<file path="src/rtl/slow_mult.sv">
// Sequential shift-and-add unsigned multiplier that retires one multiplier bit per clock.
// Optional build macro SLOW_MULT_EARLY_EXIT_EN ends the operation once the remaining multiplier bits are zero.
module slow_mult #(
    parameter int DW = 8
) (
    input  logic              clk,
    input  logic              rst,
    input  logic              start,
    input  logic [DW-1:0]     multiplicand,
    input  logic [DW-1:0]     multiplier,
    output logic              busy,
    output logic              valid,
    output logic [2*DW-1:0]   product
);

    localparam int CW = $clog2(DW + 1);

    typedef enum logic [0:0] {
        IDLE = 1'b0,
        RUN  = 1'b1
    } state_t;

    state_t           state_r;
    logic [2*DW-1:0]  a_r;
    logic [DW-1:0]    b_r;
    logic [2*DW-1:0]  acc_r;
    logic [CW-1:0]    cnt_r;
    logic [2*DW-1:0]  sum_s;
    logic             last_s;

    // Conditional add of the shifted multiplicand; 2*DW bits always hold the full product.
    function automatic logic [2*DW-1:0] add_step(
        input logic [2*DW-1:0] acc,
        input logic [2*DW-1:0] addend,
        input logic            sel
    );
        if (sel) begin
            return acc + addend;
        end else begin
            return acc;
        end
    endfunction

    // Partial sum for this iteration and detection of the completing iteration.
    always_comb begin
        sum_s  = add_step(acc_r, a_r, b_r[0]);
        last_s = 1'b0;
`ifdef SLOW_MULT_EARLY_EXIT_EN
        if ((cnt_r == CW'(DW - 1)) || (b_r[DW-1:1] == '0)) begin
            last_s = 1'b1;
        end else begin
            last_s = 1'b0;
        end
`else
        if (cnt_r == CW'(DW - 1)) begin
            last_s = 1'b1;
        end else begin
            last_s = 1'b0;
        end
`endif
    end

    // Control FSM and datapath registers; all outputs come straight from flops.
    always_ff @(posedge clk or posedge rst) begin
        if (rst) begin
            state_r <= IDLE;
            a_r     <= '0;
            b_r     <= '0;
            acc_r   <= '0;
            cnt_r   <= '0;
            busy    <= 1'b0;
            valid   <= 1'b0;
            product <= '0;
        end else begin
            case (state_r)
                IDLE: begin
                    valid <= 1'b0;
                    if (start) begin
                        a_r     <= {{DW{1'b0}}, multiplicand};
                        b_r     <= multiplier;
                        acc_r   <= '0;
                        cnt_r   <= '0;
                        busy    <= 1'b1;
                        state_r <= RUN;
                    end else begin
                        busy    <= 1'b0;
                        state_r <= IDLE;
                    end
                end
                RUN: begin
                    if (last_s) begin
                        product <= sum_s;
                        valid   <= 1'b1;
                        busy    <= 1'b0;
                        acc_r   <= '0;
                        cnt_r   <= '0;
                        state_r <= IDLE;
                    end else begin
                        acc_r   <= sum_s;
                        a_r     <= a_r << 1;
                        b_r     <= b_r >> 1;
                        cnt_r   <= cnt_r + CW'(1);
                        valid   <= 1'b0;
                        busy    <= 1'b1;
                        state_r <= RUN;
                    end
                end
                default: begin
                    state_r <= IDLE;
                    busy    <= 1'b0;
                    valid   <= 1'b0;
                end
            endcase
        end
    end

    slow_mult_checker u_checker (
        .clk   (clk),
        .rst   (rst),
        .busy  (busy),
        .valid (valid)
    );

endmodule

// Handshake invariants: busy and valid are exclusive, valid is a single-cycle pulse.
module slow_mult_checker (
    input logic clk,
    input logic rst,
    input logic busy,
    input logic valid
);

    a_exclusive: assert property (@(posedge clk) disable iff (rst) !(busy && valid));
    a_pulse:     assert property (@(posedge clk) disable iff (rst) valid |=> !valid);

endmodule

</file>
<file path="config.mk">
export PLATFORM = sky130hd
export DESIGN_NAME = slow_mult
export DESIGN_NICKNAME = d
export VERILOG_FILES = /design/src/rtl/slow_mult.sv
export SDC_FILE = /design/constraint.sdc
export NUM_CORES = 1
export LEC_CHECK = 0
export CAP_MARGIN = 20
export CORE_MARGIN = 2
export CORE_UTILIZATION = 45
export CTS_BUF_LIST = sky130_fd_sc_hd__clkbuf_4 sky130_fd_sc_hd__clkbuf_8
export CTS_CLUSTER_SIZE = 40
export DETAILED_ROUTE_END_ITERATION = 10
export GPL_TIMING_DRIVEN = 0
export PLACE_DENSITY = 0.62
export SLEW_MARGIN = 15
export SYNTH_ARGS = -nofsm -noshare
export SYNTH_HDL_FRONTEND = slang
export SYNTH_HIERARCHICAL = 1
export SYNTH_SLANG_ARGS = --single-unit
</file>
<file path="constraint.sdc">
create_clock -name clk -period 2.75 [get_ports clk]
set_input_delay 0.4125 -clock clk [delete_from_list [all_inputs] [get_ports clk]]
set_output_delay 0.4125 -clock clk [all_outputs]
set_load 0.05 [all_outputs]
</file>
# Yosys cells after proc, flatten, opt, wreduce, memory -nomap -nowiden
# Cells that the tools add are included.
# totals
register_bits	62
out_inout_bits	18
wordCells	34
# op_classes
n_mux	19
reduce_logical	2
eq_ne	3
n_bitwise	1
n_addsub	2
# ops
op	n
$mux 16	5
$pmux 16 s2	2
$add 16x16->16	1
$mux 8	2
$pmux 8 s2	1
$mux 4	2
$pmux 4 s2	1
$add 4x1->4 const B	1
$eq 4x3->1 const B	1
$mux 1	4
$ne 2x2->1 const B	2
$pmux 1 s2	2
$reduce_and 2->1	2
$not 1->1	1

# Depth between registers and ports, before layout
# Gate-level depths: netlist (run 1).
# depth
word_depth	4
mapped_depth	9
depth_no_buf	9

# Least setup slack after synthesis (run 1)
# Ideal clock, no wire load.
# synth_path
path_kind	register -> register
from	register a_r[0]
to	register product[14]
n_path_buf	0
setup_slack_ns	0.346
required_time_ns	2.673
path_stages_with_launch	10
arrival_time_ns	2.326
path_cell_list	dfrtp_1 -> ha_1 -> fa_1 -> a21oi_1 -> o2bb2ai_1 -> o41a_1 -> a221oi_1 -> xnor2_1 -> mux2i_1 -> a21oi_1
# synth_between
elab_chain_len	2
# synth_rtl
element	line_no	text
start: declaration	24	logic [2*DW-1:0] a_r;
start signal: assignment	79	a_r <= {{DW{1'b0}}, multiplicand};
start signal: assignment	100	a_r <= a_r << 1;
$add 16x16->16	38	return acc + addend;
$mux 16	37	if (sel) begin
end signal: assignment	92	product <= sum_s;
end: declaration	13	output logic [2*DW-1:0] product
# No other way between the ends.
# A chain may end at the register's enable or synchronous reset.

# Worst setup path in the final report (run 1)
# layout_path
from	register a_r[0]
to	register acc_r[14]
# layout_between
elab_chain_len	4
# layout_rtl
element	line_no	text
$add 16x16->16	38	
$mux 16	37	
$mux 16	91	if (last_s) begin
$pmux 16 s2	75	case (state_r)
end signal: assignment	99	acc_r <= sum_s;
end: declaration	26	logic [2*DW-1:0] acc_r;
# No other way between the ends.

==> results of run 1 <==
## flip-flops by register name, indices dropped and copies added (netlist names)
| register | count |
|---|---|
| valid | 1 |
| a_r | 16 |
| cnt_r | 4 |
| b_r | 8 |
| product | 16 |
| state_r | 1 |
| acc_r | 16 |
## cell usage after synthesis, types with 2 or more instances
cell type / instances / area [um^2]
a31oi_1: 3 / 18.8
ha_1: 16 / 200
a21oi_1: 16 / 80.1
o21bai_1: 2 / 15.0
clkbuf_1: 13 / 48.8
and3_1: 3 / 18.8
nand3_1: 4 / 20.0
a22o_1: 10 / 87.6
nor2_1: 9 / 33.8
o21ai_0: 49 / 245
nand2b_1: 3 / 18.8
buf_1: 2 / 7.51
dfrtp_1: 62 / 1550
a21o_1: 4 / 30.0
mux2i_1: 26 / 260
nor2b_1: 2 / 12.5
nor3b_1: 2 / 15.0
inv_1: 5 / 18.8
nand2_1: 63 / 236
xnor2_1: 10 / 87.6
xor2_1: 4 / 35.0
## what timing repair did
action                                  in CTS  in global routing
gates resized for setup                      0                  4
hold buffers                                 0                  0
setup buffers                                0                  3
endpoints found under the setup margin       0                  5
## final cells by class
class / count / area share (%)
timing repair buffer: 40 / 10.0
multi-input combinational: 249 / 41.1
inverter: 6 / 0.621
tap: 99 / 3.07
buffer: 16 / 1.68
clock buffer: 12 / 3.94
clock inverter: 4 / 1.12
sequential: 62 / 38.5
## metrics by stage
step	setup TNS, ns	area (um^2)	util, %	hold WS (ns)	power (mW)
2_1_floorplan	0	3280	-	0.450	3.43
5_1_grt	0	4030	56.2	0.452	5.41
6_report	0	4030	56.2	0.410	4.97
3_5_place_dp	0	3790	52.8	0.470	4.12
4_1_cts	0	3990	55.6	0.420	4.97
3_3_place_gp	-22.74	3770	52.5	0.461	4.09
## report_power, final
part / switching, mW / leakage, nW / internal, mW
registers: 0.259 / 0.802 / 1.29
clock network: 0.348 / 0.110 / 0.474
logic: 1.56 / 0.980 / 1.04
total: 2.17 / 1.89 / 2.80
## cell families after synthesis
| kind of cell | Yosys count | synth area share [%] |
|---|---|---|
| AND/OR/NAND/NOR | 93 | 12.6 |
| XOR/XNOR | 14 | 3.74 |
| flip-flops | 62 | 47.3 |
| AO/OA/AOI/OAI | 99 | 19.0 |
| multiplexers | 26 | 7.93 |
| adder cells (fa/ha/maj) | 17 | 6.71 |
| buffers and inverters | 22 | 2.75 |
## routing by layer
metal  track usage (%)  vias to the layer above  part of all wire [%]
met3              2.77                       11                   2.6
met5                 0                        -                     0
met2              30.6                       42                    44
met1              27.3                     1174                    51
met4              7.33                        0                   1.8
li1                  -                     1287                     -
## path summary, 6_finish.rpt
check	start	endpoint	slack, ns	cells past startpoint
max	a_r[0]	acc_r[14]	0.11	9
min	rst	product[5]	0.41	2
max reg2reg	a_r[0]	acc_r[14]	0.11	9
min reg2reg	product[1]	product[1]	0.48	2
max in group asynchronous	rst	a_r[9]	1.83	3
min in group clk	product[1]	product[1]	0.48	2
==> results.json, run 1 <==
{
  "crit_path_start_kind": "flop",
  "cp_top_family": "compound AO/OA/AOI/OAI gates",
  "synthArstFlopShare_pct": 100,
  "fmax_mhz": 379,
  "antenna_found_initial": 0,
  "place_congestion": 0.814,
  "setup_ws_ns": 0.113,
  "place_ws_ns": 0.0423,
  "cts_root_buf": "clkbuf_8",
  "slew_violations": 0,
  "wire_per_inst_um": 14.3,
  "p_per_area_nw_per_um2": 1230,
  "fill_cells": 657,
  "peakVddDrop_mv": 0.531,
  "layout.cells.most_common_list": "63 x nand2_1, 62 x dfrtp_1, 49 x o21ai_0",
  "drtAntennaViolNets": 0,
  "setup_viol": 0,
  "dp.cells": 469,
  "tightest_slew_ns": 0.744,
  "cp_max_fo": 4,
  "drt_wl_total_mm": 6.98,
  "track_usage_pct": 19.5,
  "critPathRequiredTime_ns": 2.98,
  "status": "finished clean",
  "first_pass_iters": 4,
  "min_period_ns": 2.64,
  "core_area_um2": 7180,
  "ios": 37,
  "synth_cell_types": 46,
  "maxCapViolations": 0,
  "synth_ff_type": "dfrtp_1",
  "critical_path_buf_inv_count": 1,
  "multiInputGateArea_um2": 1660,
  "period_share_pct": 95.9,
  "grt_pass1_vias": 2393,
  "cts_tree": "built",
  "cp_cell_sequence": "ha_2 > fa_2 > a21oi_2 > o2bb2ai_1 > o41a_1 > a221oi_2 > xnor2_1 > buf_4 > a22o_1",
  "start_util_pct": 45.7,
  "avgSynthCellArea_um2": 9.86,
  "layout.cells.non_filler": 488,
  "min_path_type": "input port to asynchronous set/reset pin",
  "rows": 31,
  "crit_path_end_kind": "flop",
  "num_vias": 2514,
  "synth_edf_count": 0,
  "antenna_cells": 0,
  "overflow": 0,
  "clkSlewWorstSetupHoldPaths_ns": 0.07,
  "synth_warnings": 6,
  "syn-cell-area_um2": 3280,
  "synth-seq-cells": 62,
  "clkLatencyLatePin_ns": 0.34,
  "hpwl_mm": 5.07,
  "synthToLayoutAreaGrowth_pct": 22.8,
  "post-route-drc-count": 0,
  "grt_setup_unrepaired": "no",
  "layout_commonest_cell": "nand2_1",
  "via_per_inst": 5.15,
  "slew_headroom_pct": 50.4,
  "critical-path-max-stage-delay_ns": 0.51,
  "fin_skew_ns": 0.00639,
  "ff_latch_area_um2": 1550,
  "cts_buffers": 9,
  "h-tree-depth": 3,
  "drtIter0Drc": 45,
  "synthesis.instances": 333,
  "die_area_um2": 7990,
  "grt_max_degree": 36,
  "io_buffer_count": 36,
  "synth_nets": 369,
  "hold_violations": 0,
  "die_y_um": 89.4,
  "clock-sinks": 62,
  "crit_type": "flop to flop",
  "p_leak_nw": 1.89,
  "grt_pass1_wl_mm": 11.8,
  "cts_buffer_depth": 2,
  "cpMaxStageDelayCell": "o41a_1",
  "die_x_um": 89.4,
  "nets": 420,
  "seq_area_frac_synth_pct": 47.3,
  "drive_gt1_share_pct": 8.74,
  "crit_arrival_ns": 2.86
}
Power figures use the tool's default switching activity.
==> inputs of run 2 (changes only) <==
- CAP_MARGIN: 20 -> not set
==> results of run 2 <==
The final DEF is identical to that of run 1; final timing and power are the same.
